<file path="config.mk">
export PLATFORM = sky130hd
export DESIGN_NAME = proc_bus_responder
export DESIGN_NICKNAME = d
export VERILOG_FILES = /design/src/rtl/proc_bus_pkg.sv /design/src/rtl/proc_bus_ram.sv /design/src/rtl/proc_bus_responder.sv
export SDC_FILE = /design/constraint.sdc
export NUM_CORES = 2
export LEC_CHECK = 0
export CAP_MARGIN = 0
export CORE_ASPECT_RATIO = 0.7
export CORE_MARGIN = 2
export CORE_UTILIZATION = 50
export CTS_CLUSTER_SIZE = 10
export DETAILED_ROUTE_END_ITERATION = 8
export PLACE_DENSITY = 0.74
export SLEW_MARGIN = 20
export SYNTH_ARGS = -nofsm -noshare
export SYNTH_HDL_FRONTEND = slang
export SYNTH_SLANG_ARGS = --single-unit
</file>
<file path="constraint.sdc">
create_clock -name i_clk -period 6.35 [get_ports i_clk]
set_input_delay 1.27 -clock i_clk [delete_from_list [all_inputs] [get_ports i_clk]]
set_output_delay 1.27 -clock i_clk [all_outputs]
set_load 0.1 [all_outputs]
</file>
<file path="src/rtl/proc_bus_pkg.sv">
// Shared constants for the proc bus responder: region codes, command-bank
// offsets, STATUS bit positions and the line-launch state encoding.
package proc_bus_pkg;

    localparam logic [3:0] REG_RAM = 4'h0;
    localparam logic [3:0] REG_LED = 4'h1;
    localparam logic [3:0] REG_SW  = 4'h3;
    localparam logic [3:0] REG_CMD = 4'h4;
    localparam logic [3:0] REG_ERR = 4'hF;

    localparam logic [2:0] CMD_X0     = 3'd0;
    localparam logic [2:0] CMD_Y0     = 3'd1;
    localparam logic [2:0] CMD_X1     = 3'd2;
    localparam logic [2:0] CMD_Y1     = 3'd3;
    localparam logic [2:0] CMD_COLOR  = 3'd4;
    localparam logic [2:0] CMD_GO     = 3'd5;
    localparam logic [2:0] CMD_STATUS = 3'd6;

    localparam int STAT_BUSY = 0;
    localparam int STAT_DONE = 1;
    localparam int STAT_OVR  = 2;

    localparam logic [15:0] ERR_ADDR_REG = 16'hF000;
    localparam logic [15:0] ERR_FLAG_REG = 16'hF001;

    typedef enum logic [1:0] {
        IDLE  = 2'd0,
        START = 2'd1,
        RUN   = 2'd2
    } ld_state_t;

endpackage

</file>
<file path="src/rtl/proc_bus_ram.sv">
// Word-addressed RAM for the proc bus: asynchronous read so the CPU sees data
// in the same cycle as ADDR, synchronous write. Contents are never reset.
module proc_bus_ram
    import proc_bus_pkg::*;
#(
    parameter int RAM_AW = 7
) (
    input  logic              i_clk,
    input  logic              i_we,
    input  logic [RAM_AW-1:0] i_addr,
    input  logic [15:0]       i_wdata,
    output logic [15:0]       o_rdata
);

    logic [15:0] r_mem [2**RAM_AW];

    always_ff @(posedge i_clk) begin
        if (i_we) begin
            r_mem[i_addr] <= i_wdata;
        end
    end

    assign o_rdata = r_mem[i_addr];

endmodule

</file>
<file path="src/rtl/proc_bus_responder.sv">
// Memory-side responder for the multicycle proc bus: RAM, LEDs, switches and a
// line-drawer command bank with launch FSM. Define BUS_ERR_EN for error capture.
//
// state | meaning
// IDLE  | engine free, GO write launches
// START | ld_start high for this one cycle
// RUN   | engine drawing, waiting for ld_done
module proc_bus_responder
    import proc_bus_pkg::*;
#(
    parameter int RAM_AW  = 7,
    parameter int X_W     = 9,
    parameter int Y_W     = 8,
    parameter int COLOR_W = 3
) (
    input  logic               i_clk,
    input  logic               i_reset,
    input  logic [15:0]        i_addr,
    input  logic [15:0]        i_dout,
    input  logic               i_w,
    output logic [15:0]        o_din,
    input  logic [9:0]         i_sw,
    output logic [9:0]         o_ledr,
    output logic [X_W-1:0]     o_ld_x0,
    output logic [X_W-1:0]     o_ld_x1,
    output logic [Y_W-1:0]     o_ld_y0,
    output logic [Y_W-1:0]     o_ld_y1,
    output logic [COLOR_W-1:0] o_ld_color,
    output logic               o_ld_start,
    input  logic               i_ld_done
);

    logic [3:0]         w_region;
    logic [2:0]         w_off;
    logic [15:0]        w_ram_rdata;
    logic               w_ram_we;
    logic               w_cmd_we;
    logic               w_go;
    logic               w_busy;
    logic               w_done_set;
    logic               w_done_clr;
    logic               w_ovr_clr;
    logic               w_unused;

    logic [9:0]         r_ledr;
    logic [X_W-1:0]     r_x0, r_x1;
    logic [Y_W-1:0]     r_y0, r_y1;
    logic [COLOR_W-1:0] r_color;
    logic               r_done;
    logic               r_ovr;
    ld_state_t          r_state;

    assign w_region   = i_addr[15:12];
    assign w_off      = i_addr[2:0];
    assign w_ram_we   = i_w && (w_region == REG_RAM);
    assign w_cmd_we   = i_w && (w_region == REG_CMD);
    assign w_go       = w_cmd_we && (w_off == CMD_GO) && i_dout[0];
    assign w_busy     = (r_state != IDLE);
    assign w_done_set = w_busy && i_ld_done;
    assign w_done_clr = w_cmd_we && (w_off == CMD_STATUS) && i_dout[STAT_DONE];
    assign w_ovr_clr  = w_cmd_we && (w_off == CMD_STATUS) && i_dout[STAT_OVR];
    assign w_unused   = ^i_addr;

    assign o_ledr     = r_ledr;
    assign o_ld_start = (r_state == START);

    proc_bus_ram #(.RAM_AW(RAM_AW)) u_ram (
        .i_clk   (i_clk),
        .i_we    (w_ram_we),
        .i_addr  (i_addr[RAM_AW-1:0]),
        .i_wdata (i_dout),
        .o_rdata (w_ram_rdata)
    );

`ifdef BUS_ERR_EN
    logic        w_unmapped;
    logic        r_err;
    logic [15:0] r_erraddr;

    always_comb begin
        w_unmapped = 1'b1;
        if ((w_region == REG_RAM) || (w_region == REG_LED) ||
            (w_region == REG_SW)  || (w_region == REG_CMD) ||
            (i_addr == ERR_ADDR_REG) || (i_addr == ERR_FLAG_REG)) begin
            w_unmapped = 1'b0;
        end
    end

    // First error is held until software clears ERR.
    always_ff @(posedge i_clk) begin
        if (i_reset) begin
            r_err     <= 1'b0;
            r_erraddr <= '0;
        end else if (i_w && (i_addr == ERR_FLAG_REG)) begin
            r_err <= 1'b0;
        end else if (w_unmapped && !r_err) begin
            r_err     <= 1'b1;
            r_erraddr <= i_addr;
        end
    end
`endif

    always_comb begin
        o_din = '0;
        case (w_region)
            REG_RAM: o_din = w_ram_rdata;
            REG_LED: o_din = {6'b0, r_ledr};
            REG_SW:  o_din = {6'b0, i_sw};
            REG_CMD: begin
                case (w_off)
                    CMD_X0:     o_din = 16'(r_x0);
                    CMD_Y0:     o_din = 16'(r_y0);
                    CMD_X1:     o_din = 16'(r_x1);
                    CMD_Y1:     o_din = 16'(r_y1);
                    CMD_COLOR:  o_din = 16'(r_color);
                    CMD_STATUS: o_din = {13'b0, r_ovr, r_done, w_busy};
                    default:    o_din = '0;
                endcase
            end
`ifdef BUS_ERR_EN
            REG_ERR: begin
                if (i_addr == ERR_ADDR_REG) begin
                    o_din = r_erraddr;
                end else if (i_addr == ERR_FLAG_REG) begin
                    o_din = {15'b0, r_err};
                end
            end
`endif
            default: o_din = '0;
        endcase
    end

    always_ff @(posedge i_clk) begin
        if (i_reset) begin
            r_ledr     <= '0;
            r_x0       <= '0;
            r_y0       <= '0;
            r_x1       <= '0;
            r_y1       <= '0;
            r_color    <= '0;
            o_ld_x0    <= '0;
            o_ld_y0    <= '0;
            o_ld_x1    <= '0;
            o_ld_y1    <= '0;
            o_ld_color <= '0;
            r_done     <= 1'b0;
            r_ovr      <= 1'b0;
            r_state    <= IDLE;
        end else begin
            if (i_w && (w_region == REG_LED)) begin
                r_ledr <= i_dout[9:0];
            end
            if (w_cmd_we) begin
                case (w_off)
                    CMD_X0:    r_x0    <= i_dout[X_W-1:0];
                    CMD_Y0:    r_y0    <= i_dout[Y_W-1:0];
                    CMD_X1:    r_x1    <= i_dout[X_W-1:0];
                    CMD_Y1:    r_y1    <= i_dout[Y_W-1:0];
                    CMD_COLOR: r_color <= i_dout[COLOR_W-1:0];
                    default:   ;
                endcase
            end

            case (r_state)
                IDLE: begin
                    if (w_go) begin
                        o_ld_x0    <= r_x0;
                        o_ld_y0    <= r_y0;
                        o_ld_x1    <= r_x1;
                        o_ld_y1    <= r_y1;
                        o_ld_color <= r_color;
                        r_state    <= START;
                    end
                end
                START:   r_state <= i_ld_done ? IDLE : RUN;
                RUN:     if (i_ld_done) r_state <= IDLE;
                default: r_state <= IDLE;
            endcase

            // Sticky flags: a set in the same cycle as a clear wins.
            if (w_done_set) begin
                r_done <= 1'b1;
            end else if (w_done_clr) begin
                r_done <= 1'b0;
            end
            if (w_go && w_busy) begin
                r_ovr <= 1'b1;
            end else if (w_ovr_clr) begin
                r_ovr <= 1'b0;
            end
        end
    end

endmodule

</file>
==> summary.md <==
| Metric | Value |
|---|---|
| Initial Utilization | between 50 and 60% |
| Tot GR Track Use | between 20% and 30% |
| EDFF count, synth | ~2000 |
| Worst Skew | ~0.0081 ns |
| CP cell instances | buf_4 > nand2_2 > buf_4 > o22ai_1 > nor2_1 > a2111oi_0 > nor2b_1 > o211ai_1 > buf_12 |
| Net Sw Frac | a little over a fifth |
| Buffer count from post-CTS setup fixing | 0 |
| Ys Warns | 0 |
| Max-slew violations | 0 |
| Ys flop type | edfxtp_1 |
| Synth Net Count | a little under 4000 |
| FMAX | around 160 MHz |
| H-tree level count | 4 |
| Leak pwr | about 30 nW |
| CTS clk-pin slew, worst paths | roughly 0.060 ns |
| Port Buffers | roughly 100 |
| Syn Area/Cell | about 21 um2 |
| Gr ovfl total | 0 |
| Initial DRC Count | around 7000 |
| Cell area power density | roughly 300 nW/um2 |
| CP Data Required Time | 5.08 ns |
| Min Clock Period, post-route | 6.08 ns |
| CP max FO | 20 |
| Setup CP Type | primary input to primary output |
| CTS max path bufs | 3 |
| Setup slack after layout | ~0.27 ns |
| Final setup fails | 0 |
| Via count | about 43000 |
| Cell variety after synth | 68 |
| Area grow syn2layout | 14.1% |
| Worst Setup EP | o_din[1] |
| Initial antenna violation count | 5 |
| Reg power frac | 54.0% |
| Total Neg Setup Slack | 0 ns |
| Setup crit start kind | primary input |
| First-pass GRT wire length | between 300000 and 400000 um |
| CTS Sinks | ~2100 |
| HPWL Detailed | 129000 um |
| Int Power | around 23 mW |
| Die Width | approximately 500 um |
| RSZ-0062 raised after global routing | false |
| Slew margin rel. | a little under a fifth |
| GRT Max-Usage Layer | met1 |
| Worst reg2reg endpoint | o_ld_x0[1]$_SDFFE_PP0P_ |
| Vias in the first global route | around 42000 |
| Cell Area, Synth | ~83000 um2 |
| Combinational group share of total power | approximately 5.2% |
| Max VDD drop | between 200 and 300 uV |
| Die ar. | about 170000 um2 |
| WL final | 215000 um |
| Final Core Density | between 50 and 60% |
| Die height | 344 um |
| Remaining antenna violation count after routing | 0 |
| Final hold slack | 0.458 ns |
| Crit-path slowest cell | a2111oi_0 |
| Seq/Total Area, Yosys | 76.6% |
| Fin nets | ~4400 |
| Worst slew pin tran | about 1.2 ns |
| Cts repair resizes | 0 |
| # rows | about 120 |
| Clk_lat worst skew | approximately 0.84 ns |
| Top cell by count, worst path | buf_4 |
| Worst hold path depth | 2 |
| Cts bufs inserted | between 200 and 250 |
| First-pass iteration count of the detailed router | 8 |
| Met2 usage in global routing | a little under two fifths |
| Net Sw Power | 6.07 mW |
| Clk pwr share | between 40% and 50% |
| CTS Root Cell | clkbuf_16 |
| Gate count of the mapped netlist | between 3000 and 4000 |
| Max incr delay on CP | between 1 and 1.5 ns |
| R2r setup slk | between 4 and 5 ns |
| HP Class | flop to flop |
| Inst Count DP | 6331 |
| Worst setup path startpoint | i_addr[4] |
| Status | finished clean |
| #FFs+latches synth | 2136 |
| Final Cycle Share | a little over nine tenths |
| DR WL/cell | 32.5 um |
| Post-DP Area | a little under 90000 um2 |
| FFs w/ async S/R, synth | 0% |
| Pwr Total | 28.6 mW |
| Final Instance Area | 94300 um2 |
| Hold Buf Count CTS | 0 |
| Worst reg2reg startpoint | r_state[1]$_SDFFE_PP0P_ |
| Met3 GRT Util | under 10% |
| Core area | approximately 160000 um2 |
| CTS tree | done |
| Pre-CTS setup slack | ~0.38 ns |
| Finished Layout Cells | ~6600 |
| Placer congestion estimate | 0.885 |
| Max_cap viols | 0 |
| Vias/cell | around 6.5 |
| Reg2Reg Depth | 4 |
| Crit path DAT | roughly 4.8 ns |
| Largest net degree at the start of global routing | ~110 |
| Hold Vio Cnt, Final | 0 |
| Top Ports | 110 |
| DRC | 0 |
| Share of cells above drive strength 1 | a little over a quarter |
| Worst Setup End Kind | primary output |
| Met1 track demand over resource | between 30% and 40% |
## power groups by stage
stage          clock network (mW)  registers (mW)  logic (mW)
2_1_floorplan                   0            15.7       0.766
3_3_place_gp                    0            15.7        1.43
3_5_place_dp                    0            15.7        1.45
4_1_cts                      11.8            15.4        1.47
5_1_grt                      12.3            15.4        1.54
6_report                     11.7            15.4        1.48
## how the worst min path moves through the flow
stage / slack (ns) / to / startpoint
after detailed placement: 0.45 / o_ld_y1[3]$_SDFFE_PP0P_ / o_ld_y1[3]$_SDFFE_PP0P_
after global routing: 0.48 / o_ld_y1[6]$_SDFFE_PP0P_ / o_ld_y1[6]$_SDFFE_PP0P_
final: 0.46 / o_ld_x0[0]$_SDFFE_PP0P_ / o_ld_x0[0]$_SDFFE_PP0P_
after floorplan: 0.44 / r_done$_SDFFE_PP0P_ / r_done$_SDFFE_PP0P_
after CTS: 0.46 / o_ld_y1[3]$_SDFFE_PP0P_ / o_ld_y1[3]$_SDFFE_PP0P_
after global placement: 0.45 / o_ld_y0[1]$_SDFFE_PP0P_ / o_ld_y0[1]$_SDFFE_PP0P_
## flip-flops by register name (all words and copies together), names as in the netlist, 8 cells and up
signal       flops
o_ld_x0          9
o_ld_x1          9
o_ld_y0          8
o_ld_y1          8
o_ledr          10
r_x0             9
r_x1             9
r_y0             8
r_y1             8
u_ram.r_mem   2048
## layout by cell type, fill, tap and decap left out, types with 3 or more instances in the layout
cell / instances
a22oi_1: 24
buf_12: 43
diode_2: 3
mux4_2: 509
a222oi_1: 9
a2111oi_0: 4
buf_4: 312
o22ai_1: 76
o21ai_0: 19
o311ai_1: 8
nand2b_1: 4
mux2_2: 17
a31oi_1: 10
and2_0: 3
a211oi_1: 10
dfxtp_1: 88
o22a_1: 7
nor2_1: 180
o21ai_1: 6
a21oi_1: 113
edfxtp_1: 2048
inv_16: 3
o211ai_1: 8
clkdlybuf4s50_1: 66
nand3_1: 60
o2bb2ai_1: 3
inv_6: 6
mux2i_1: 232
clkbuf_16: 233
and3_1: 7
nand2_1: 182
nor3_1: 10
clkbuf_1: 37
nor2b_1: 15
## synth_stat cells (all sizes together) (3+ instances only)
| cell | n | area share, % |
|---|---|---|
| a21oi | 113 | 0.68 |
| and2 | 5 | 0.038 |
| mux4 | 509 | 14 |
| o21ai | 25 | 0.15 |
| a2111oi | 4 | 0.042 |
| clkbuf | 74 | 0.34 |
| buf | 155 | 1.2 |
| nor2 | 182 | 0.83 |
| o311ai | 8 | 0.085 |
| a22oi | 24 | 0.22 |
| nand2 | 183 | 0.83 |
| nand2b | 6 | 0.045 |
| nor3 | 11 | 0.080 |
| a211oi | 10 | 0.091 |
| nor4 | 3 | 0.023 |
| o2bb2ai | 3 | 0.032 |
| edfxtp | 2048 | 74 |
| mux2i | 232 | 2.8 |
| a31oi | 10 | 0.076 |
| and3 | 7 | 0.053 |
| mux2 | 18 | 0.25 |
| o22a | 7 | 0.074 |
| o22ai | 76 | 0.58 |
| nand3 | 61 | 0.38 |
| o211ai | 8 | 0.073 |
| nor2b | 17 | 0.13 |
| a222oi | 9 | 0.11 |
| dfxtp | 88 | 2.1 |
## worst max-delay path, delay by kind of cell
family                 cells  cell delay [ns]
AO/OA/AOI/OAI              3             1.81
buffers and inverters      3             0.98
AND/OR/NAND/NOR            3             0.71
## per-layer routing
layer | part of all wire [%] | vias to the layer above | routed length, um
met4 | 2.9 | 4 | 6130
met5 | 0.013 | - | 27
li1 | - | 17084 | -
met2 | 45 | 3143 | 95900
met3 | 13 | 419 | 28600
met1 | 39 | 22534 | 84200
## kinds of logic (layout without fill, tap and decap cells)
family | Yosys count | in the layout | synth area share (%)
AO/OA/AOI/OAI | 315 | 315 | 2.41
XOR/XNOR | 1 | 1 | 0.0106
buffers and inverters | 231 | 712 | 1.54
flip-flops | 2136 | 2136 | 76.6
multiplexers | 759 | 759 | 16.9
other | 0 | 3 | 0
AND/OR/NAND/NOR | 488 | 488 | 2.52
## layout make-up
class                   count  area (um2)
fillers                 11447       69400
flip-flops and latches   2136       63300
multi-input cells        1563       18100
clock buffers             270        5970
repair buffers            426        3920
well taps                2205        2760
clock inverters            14         235
inverters                   2        15.0
diodes                      3        7.51
No activity file was read; power rests on OpenSTA's default activity.
